### config.mk
export PLATFORM = sky130hd
export DESIGN_NAME = adder_pipe_wrapper
export DESIGN_NICKNAME = d
export VERILOG_FILES = /design/src/rtl/adder_pipe_wrapper.sv
export SDC_FILE = /design/constraint.sdc
export NUM_CORES = 1
export LEC_CHECK = 0
export CORE_MARGIN = 5
export CORE_UTILIZATION = 25
export CTS_CLUSTER_DIAMETER = 150
export DETAILED_ROUTE_END_ITERATION = 12
export DONT_BUFFER_PORTS = 1
export HOLD_SLACK_MARGIN = 0.02
export PLACE_DENSITY = 0.42
export SLEW_MARGIN = 0
export SYNTH_ARGS = -nofsm -noshare
export SYNTH_HDL_FRONTEND = slang
export SYNTH_HIERARCHICAL = 1
export SYNTH_SLANG_ARGS = --single-unit
export TNS_END_PERCENT = 100
### constraint.sdc
create_clock -name clk -period 15.4 [get_ports clk]
set_input_delay 3.08 -clock clk [delete_from_list [all_inputs] [get_ports clk]]
set_output_delay 3.08 -clock clk [all_outputs]
set_load 0.01 [all_outputs]
### src/rtl/adder_pipe_wrapper.sv
// Two-stage pipelined N-bit adder: operand register S1 -> carry-skip core -> result register S2.
// Latency 2 cycles, 1 beat/cycle; under backpressure both stages hold and in_ready drops only when both are full.

module adder_carry_skip #(
    parameter int N = 32
) (
    input  logic [N-1:0] a,
    input  logic [N-1:0] b,
    input  logic         cin,
    output logic [N-1:0] sum,
    output logic         cout
);
    localparam int NB = N / 4;

    for (genvar k = 0; k < NB; k++) begin : g_blk
        logic       ci;
        logic       co;
        logic       rip_co;
        logic [3:0] p;
        logic [3:0] g;
        logic [3:0] s;

        if (k == 0) begin : g_c0
            assign ci = cin;
        end else begin : g_cn
            assign ci = g_blk[k-1].co;
        end

        assign p = a[4*k +: 4] ^ b[4*k +: 4];
        assign g = a[4*k +: 4] & b[4*k +: 4];

        always_comb begin
            logic c;
            c = ci;
            s = '0;
            for (int j = 0; j < 4; j++) begin
                s[j] = p[j] ^ c;
                c    = g[j] | (p[j] & c);
            end
            rip_co = c;
        end

        // A fully propagating block forwards its carry-in straight past the ripple chain.
        assign co = (&p) ? ci : rip_co;
        assign sum[4*k +: 4] = s;
    end

    assign cout = g_blk[NB-1].co;
endmodule

module adder_pipe_wrapper #(
    parameter int N     = 32,
    parameter int CNT_W = 16
) (
    input  logic             clk,
    input  logic             rst_n,
    input  logic             in_valid,
    output logic             in_ready,
    input  logic [N-1:0]     a,
    input  logic [N-1:0]     b,
    input  logic             cin,
    output logic             out_valid,
    input  logic             out_ready,
    output logic [N-1:0]     sum,
    output logic             cout,
    output logic             ovf,
    output logic [CNT_W-1:0] txn_count
);
    logic [N-1:0]     a_q, b_q;
    logic             cin_q;
    logic             s1_valid_q, s1_valid_d;
    logic             s2_valid_q, s2_valid_d;
    logic [N-1:0]     sum_q;
    logic             cout_q, ovf_q;
    logic [CNT_W-1:0] txn_q;

    logic [N-1:0]     sum_core;
    logic             cout_core;
    logic             ovf_core;
    logic             s2_free, s1_advance, in_fire, out_fire;

    adder_carry_skip #(.N(N)) u_core (
        .a    (a_q),
        .b    (b_q),
        .cin  (cin_q),
        .sum  (sum_core),
        .cout (cout_core)
    );

    assign ovf_core   = (a_q[N-1] == b_q[N-1]) & (sum_core[N-1] != a_q[N-1]);
    assign s2_free    = !s2_valid_q | out_ready;
    assign s1_advance = s1_valid_q & s2_free;
    assign in_ready   = !s1_valid_q | s2_free;
    assign in_fire    = in_valid & in_ready;
    assign out_fire   = s2_valid_q & out_ready;

    assign s1_valid_d = in_fire | (s1_valid_q & !s1_advance);
    assign s2_valid_d = s1_advance | (s2_valid_q & !out_ready);

    always_ff @(posedge clk or negedge rst_n) begin
        if (!rst_n) begin
            a_q        <= '0;
            b_q        <= '0;
            cin_q      <= 1'b0;
            s1_valid_q <= 1'b0;
            s2_valid_q <= 1'b0;
            sum_q      <= '0;
            cout_q     <= 1'b0;
            ovf_q      <= 1'b0;
            txn_q      <= '0;
        end else begin
            s1_valid_q <= s1_valid_d;
            s2_valid_q <= s2_valid_d;
            if (in_fire) begin
                a_q   <= a;
                b_q   <= b;
                cin_q <= cin;
            end
            // Result registers keep their last value once drained.
            if (s1_advance) begin
                sum_q  <= sum_core;
                cout_q <= cout_core;
                ovf_q  <= ovf_core;
            end
            if (out_fire) begin
                txn_q <= txn_q + CNT_W'(1);
            end
        end
    end

    assign out_valid = s2_valid_q;
    assign sum       = sum_q;
    assign cout      = cout_q;
    assign ovf       = ovf_q;
    assign txn_count = txn_q;
endmodule
==> results of run 1 <==
## power groups by stage
| stage | clock, W | sequential (W) | combinational (W) |
|---|---|---|---|
| finish | 0.000388 | 0.000493 | 0.000225 |
| detailed placement | 0 | 0.000504 | 0.000224 |
| floorplan | 0 | 0.000472 | 0.000178 |
| global route | 0.000417 | 0.000508 | 0.000259 |
| global placement | 0 | 0.000502 | 0.000221 |
| CTS | 0.000405 | 0.000499 | 0.000228 |
## cell families (layout without fill, tap and decap cells)
group / count (synthesis) / count (layout) / share of synthesized area
compound gates: 9 / 9 / 0.008551
other cells: 0 / 2 / 0
simple gates: 52 / 52 / 0.05276
mux: 102 / 102 / 0.2225
fa+ha+maj: 65 / 65 / 0.1756
xor+xnor: 15 / 15 / 0.02190
flops: 117 / 117 / 0.4880
buf+inv: 21 / 49 / 0.03066
## placed cells by master, fill, tap and decap left out, types with 6 or more instances in the layout
master     count
mux2_2        51
ha_1          33
nand2_1       11
dfrtp_1      117
mux2_4        50
xnor2_1       13
clkbuf_16     17
nand4_1        9
nand3_1        7
fa_1          23
buf_4          6
inv_1         10
fa_2           9
## routing by layer
layer  part of all wire  wire length, um
met1               0.44             5633
met2               0.49             6352
met5                  0                0
met3              0.060              779
met4              0.010              133
## flip-flops by register name, summed over array words and instances (netlist names)
register / count
s1_valid_q: 1
b_q: 32
cin_q: 1
ovf: 1
a_q: 32
cout: 1
out_valid: 1
txn_count: 16
sum: 32
## per-stage QoR
stage	hold slack (ns)	total power [W]	util
6_report	0.5354	0.001106	0.2938
3_3_place_gp	0.5282	0.0007231	0.2673
5_1_grt	0.5824	0.001185	0.2937
4_1_cts	0.5451	0.001132	0.2921
2_1_floorplan	0.5013	0.0006493	-
3_5_place_dp	0.5328	0.0007276	0.2673
## critical path, delay by kind of cell (launching register included)
family                     cells  cell delay, ns
adders and majority gates     32           11.96
AOI/OAI and AO/OA              6            0.66
and+or+nand+nor                7            0.64
muxes                          2            0.47
buffers and inverters          6            0.43
DFF                            1            0.39
## timing repair
action                                  in CTS  in global routing
buffers inserted                             0                  1
resized for setup                            2                 13
hold buffers                                 0                  0
endpoints found under the setup margin       1                  4
hold endpoints to repair                     0                  0
pin swaps                                    0                  1
## how the worst max path moves through the flow
stage	cells past startpoint	endpoint	start
2_1_floorplan	53	ovf	a_q[0]
3_3_place_gp	53	ovf	a_q[0]
3_5_place_dp	53	ovf	a_q[0]
4_1_cts	53	ovf	a_q[0]
5_1_grt	53	ovf	a_q[0]
6_report	53	ovf	a_q[0]
## cell type report
cell class                      instances  area [um^2]
Fill cell                            2395        16630
Sequential cell                       117         2928
Multi-Input combinational cell        243         2928
Clock buffer                           23        467.9
Tap cell                              319        399.1
Clock inverter                          9        102.6
Timing Repair Buffer                    6        45.04
Inverter                               11        41.29
Antenna cell                            2        5.005
==> results.sh, run 1 <==
export IMPL_status="finished, final reports clean"
export IMPL_ys_seq_elements=117
export IMPL_dieArea_um2=27200
export IMPL_p_switching_w=0.0003369
export IMPL_nets=530
export IMPL_cts_buffer_depth=2
export IMPL_cts_buffers=17
export IMPL_synth_area_um2=6000
export IMPL_clkTransAtPathRegs_ns=0.05
export IMPL_slew_viol_final=0
export IMPL_whs_endpoint="txn_count[15]"
export IMPL_vias=2995
export IMPL_wire_per_inst_um=17.67
export IMPL_globalRouteOverflowTotal=0
export IMPL_yosys_warnings=6
export IMPL_p_leak_nw=3.059
export IMPL_r2r_start="a_q[0]"
export IMPL_top_usage_layer="met2"
export IMPL_critPathMostFrequentCell="fa_1"
export IMPL_area_delta_synth_final_pct=15.29
export IMPL_max_stage_delay_ns=0.43
export IMPL_synth_cell_types=33
export IMPL_rsz0062_at_grt="false"
export IMPL_stdcell_count=730
export IMPL_worst_ep_required_time_ns=15.64
export IMPL_dp_hpwl_um=9162
export IMPL_synth_area_leaders="dfrtp_1, mux2_4, fa_1"
export IMPL_yosysSeqAreaShare=0.4880
export IMPL_peakVddDrop_uv=53.53
export IMPL_cts_htree_levels=4
export IMPL_drc=0
export IMPL_synth_flop_cell="dfrtp_1"
export IMPL_grt_pass1_vias=3360
export IMPL_async_reset_ff_frac=1.000
export IMPL_grt_pass1_wl_um=20370
export IMPL_powerDensity_nw_per_um2=160.0
export IMPL_wirelength_um=12900
export IMPL_fp_dieH_um=164.9
export IMPL_fin_crit_ns=14.74
export IMPL_synth_most_common_cell="dfrtp_1"
export IMPL_cts_sinks=117
export IMPL_critPathArrivalTime_ns=14.99
export IMPL_ant_nets=0
export IMPL_coreArea_um2=23540
export IMPL_cp_max_fo=3
export IMPL_synth_edff_count=0
export IMPL_use_met3=0.04018
export IMPL_avgSynthCellArea_um2=15.75
export IMPL_grt_max_degree=118
export IMPL_intPower_w=0.0007696
export IMPL_drt_pass1_iterations=4
export IMPL_num_rows=56
export IMPL_antenna_found_initial=1
export IMPL_min_from="txn_count[15]"
export IMPL_r2r_slack_ns=0.66
export IMPL_max_slew_margin=0.3321
export IMPL_grtUsageTotal=0.09952
export IMPL_reg2reg_depth=53
export IMPL_die_x_um=164.9
export IMPL_reg2reg_to="ovf"
export IMPL_placement_io_buffers=0
export IMPL_clock_skew_ns=0.007666
export IMPL_critPathLaunchType="flop"
export IMPL_pre_cts_slack_ns=-0.04270
export IMPL_power_frac_clock=0.351
export IMPL_drt_iter0_drc=100
export IMPL_min_path_cells=1
export IMPL_setup_viol=0
export IMPL_synth_top_area_share=0.4880
export IMPL_pwr_share_seq=0.446
export IMPL_yosysTopAreaCell="dfrtp_1"
export IMPL_cts_tree="built"
export IMPL_drv_cap=0
export IMPL_clk_latency_ns=0.41
export IMPL_finalHoldViolations=0
export IMPL_place_congestion=0.6963
export IMPL_min_period_over_period=0.9573
export IMPL_dpl_cell_area_um2=6294
export IMPL_root_buffer="clkbuf_16"
export IMPL_design_area_um2=6917
export IMPL_fmax_mhz=67.83
export IMPL_initial_core_util=0.2548
export IMPL_grt_util_met1=0.1254
export IMPL_switching_share=0.3045
export IMPL_synthesis_instances=381
export IMPL_drive_gt1_frac=0.3790
export IMPL_hp_class="flop to flop"
export IMPL_io_pins=121
export IMPL_placed_cells=695
export IMPL_met2_usage=0.1580
export IMPL_vias_per_cell=4.103
export IMPL_critPathKind="flop to flop"
export IMPL_slowest_stage="fa_1"
export IMPL_tightest_slew_ns=0.9983
export IMPL_end_kind="flop"
export IMPL_tns_ns=0
export IMPL_synth_common_cells="dfrtp_1, mux2_2, mux2_4"
export IMPL_pwr_share_comb=0.204
export IMPL_synth_net_count=515
export IMPL_fin_ws_ns=0.6575
Power figures use the tool's default switching activity.
==> run 2: changes to the inputs <==
--- a/config.mk
+++ b/config.mk
@@ -5,6 +5,7 @@
 export SDC_FILE = /design/constraint.sdc
 export NUM_CORES = 1
 export LEC_CHECK = 0
+export ABC_AREA = 1
 export CORE_MARGIN = 5
 export CORE_UTILIZATION = 25
 export CTS_CLUSTER_DIAMETER = 150
==> run 2 against run 1 <==
- sequential power fell by 1%
- synthesized area rose by 1.4%
- non-clock buffer count rose by 7
- flip-flop and latch count did not move
- maximum frequency fell by 0.51%
- highest routed layer is now met5
- first-iteration DRC count rose by 130%
- largest cell class unchanged
- critical path type unchanged
==> results.sh, run 2 <==
export IMPL_status="finished, final reports clean"
export IMPL_peakVddDrop_uv=46.73
export IMPL_max_stage_delay_ns=0.41
export IMPL_finalHoldViolations=0
export IMPL_cts_buffers=17
export IMPL_synth_common_cells="nand2_1, dfrtp_1, nand3_1"
export IMPL_min_path_cells=2
export IMPL_max_slew_margin=0.5823
export IMPL_pwr_share_seq=0.435
export IMPL_p_leak_nw=3.633
export IMPL_critPathMostFrequentCell="fa_2"
export IMPL_ant_nets=0
export IMPL_synth_cell_types=29
export IMPL_nets=801
export IMPL_switching_share=0.3247
export IMPL_tightest_slew_ns=0.6257
export IMPL_wire_per_inst_um=15.78
export IMPL_root_buffer="clkbuf_16"
export IMPL_coreArea_um2=24110
export IMPL_yosysSeqAreaShare=0.4815
export IMPL_cts_htree_levels=4
export IMPL_num_rows=57
export IMPL_critPathKind="flop to flop"
export IMPL_yosysTopAreaCell="dfrtp_1"
export IMPL_r2r_start="a_q[0]"
export IMPL_p_total_w=0.001121
export IMPL_area_delta_synth_final_pct=17.26
export IMPL_dp_hpwl_um=10950
export IMPL_async_reset_ff_frac=1.000
export IMPL_dieArea_um2=27540
export IMPL_whs_endpoint="cin_q"
export IMPL_cts_buffer_depth=2
export IMPL_fin_crit_ns=14.82
export IMPL_drt_iter0_drc=229
export IMPL_slowest_stage="fa_2"
export IMPL_wirelength_um=15810
export IMPL_vias=4241
export IMPL_cp_max_fo=2
export IMPL_initial_core_util=0.2523
export IMPL_yosys_warnings=6
export IMPL_antenna_found_initial=1
export IMPL_reg2reg_depth=54
export IMPL_drt_pass1_iterations=4
export IMPL_grtUsageTotal=0.1182
export IMPL_top_layer="met5"
export IMPL_p_switching_w=0.0003639
export IMPL_synth_top_area_share=0.4815
export IMPL_grt_max_degree=118
export IMPL_globalRouteOverflowTotal=0
export IMPL_n_antenna_cell=0
export IMPL_drc=0
export IMPL_synth_most_common_cell="nand2_1"
export IMPL_fmax_mhz=67.49
export IMPL_ys_seq_elements=117
export IMPL_clk_latency_ns=0.41
export IMPL_critPathLaunchType="flop"
export IMPL_clkTransAtPathRegs_ns=0.05
export IMPL_min_from="cin_q"
export IMPL_mostFrequentLayoutCell="nand2_1"
export IMPL_pwr_share_comb=0.188
export IMPL_slew_viol_final=0
export IMPL_grt_pass1_vias=4472
export IMPL_drv_cap=0
export IMPL_fin_ws_ns=0.5819
export IMPL_critPathArrivalTime_ns=15.08
export IMPL_fp_dieH_um=166.0
export IMPL_reg2reg_to="ovf"
export IMPL_setup_viol=0
export IMPL_wl_met3_um=745
export IMPL_grt_pass1_wl_um=25790
export IMPL_vias_per_cell=4.233
export IMPL_synth_net_count=796
export IMPL_clock_skew_ns=0.009848
export IMPL_powerDensity_nw_per_um2=157.2
export IMPL_cts_sinks=117
export IMPL_drive_gt1_frac=0.1195
export IMPL_worst_ep_required_time_ns=15.66
export IMPL_power_frac_clock=0.376
export IMPL_pre_cts_slack_ns=-0.1762
export IMPL_synth_area_leaders="dfrtp_1, nand2_1, fa_1"
export IMPL_synth_flop_cell="dfrtp_1"
export IMPL_avgSynthCellArea_um2=9.186
export IMPL_cts_tree="built"
export IMPL_r2r_slack_ns=0.58
export IMPL_hp_class="flop to flop"
export IMPL_io_pins=121
export IMPL_die_x_um=166.0
export IMPL_met1Wirelength_um=7198
export IMPL_synthesis_instances=662
export IMPL_synth_area_um2=6081
export IMPL_intPower_w=0.0007568
export IMPL_final_cell_mix="nand2_1, dfrtp_1, nand3_1, inv_1, ha_1"
export IMPL_synth_edff_count=0
export IMPL_placement_io_buffers=0
export IMPL_min_period_over_period=0.9622
export IMPL_place_congestion=0.7028
export IMPL_route_met2_wl_um=7669
export IMPL_postCtsSetupBuffers=0
export IMPL_end_kind="flop"
run 2: cell count changes after synthesis, moves of 10 or more:
cell	before	now
inv_1	11	39
xnor2_1	13	3
nand2_1	11	271
mux2_4	50	0
nand3_1	7	71
buf_2	1	14
mux2_2	51	0
nor2_1	5	19
run 2: worst max path at each step:
stage                start  end  slack [ns]  depth (start not counted)
floorplan           a_q[0]  ovf        0.46                         54
global placement    a_q[0]  ovf       -0.02                         54
detailed placement  a_q[0]  ovf       -0.18                         54
CTS                 a_q[0]  ovf       0.007                         54
global route        a_q[0]  ovf      -0.007                         54
finish              a_q[0]  ovf        0.58                         54
run 2: area by class of cell:
type,instances,area [um^2]
clock buffer,23,508.0
fill,2635,16980
inverter,41,153.9
sequential,117,2928
tap,324,405.4
clock inverter,7,118.9
multi-input combinational,477,2919
timing repair buffer,13,97.59
run 2: per-layer routing:
| layer | vias up | track usage |
|---|---|---|
| li1 | 2081 | - |
| met1 | 2058 | 0.1485 |
| met2 | 88 | 0.1953 |
| met3 | 12 | 0.03713 |
| met4 | 2 | 0.03659 |
| met5 | - | 0 |
run 2: kinds of logic after synthesis:
family	after synthesis	synth area share
AOI/OAI and AO/OA	8	0.008024
DFF	117	0.4815
xor gates and xnor gates	10	0.01440
and+or+nand+nor	394	0.2761
adders and majority gates	65	0.1733
buffers and inverters	68	0.04671
run 2: worst max-delay path: cells and delay by family (launching register included):
family / cells / cell delay (ns)
buffers and inverters: 6 / 0.39
and+or+nand+nor: 12 / 2.08
AOI/OAI and AO/OA: 4 / 0.51
adders and majority gates: 32 / 11.33
DFF: 1 / 0.38
run 2: power groups by stage:
stage	Clock (W)	Combinational [W]	Sequential (W)
after floorplan	0	0.000162	0.000467
after global placement	0	0.000211	0.000496
after detailed placement	0	0.000214	0.000497
after CTS	0.000437	0.000216	0.000493
after global routing	0.000449	0.000254	0.000503
final	0.000422	0.000211	0.000488
run 2: timing repair:
action                     CTS  global route
setup endpoints to repair    2             3
pin swaps                    0             1
hold buffers                 0             0
gates resized for setup      4            13
run 2: metrics by stage:
stage          hold WS [ns]   TNS [ns]    util  area [um^2]  std cells
3_5_place_dp         0.4595    -0.2229  0.2680         6461        972
4_1_cts              0.4718          0  0.2945         7098       1002
5_1_grt              0.5265  -0.007496  0.2958         7131       1002
3_3_place_gp         0.4583   -0.02211  0.2680         6461        972
2_1_floorplan        0.4419          0       -         6081        662
6_report             0.4657          0  0.2958         7131       1002
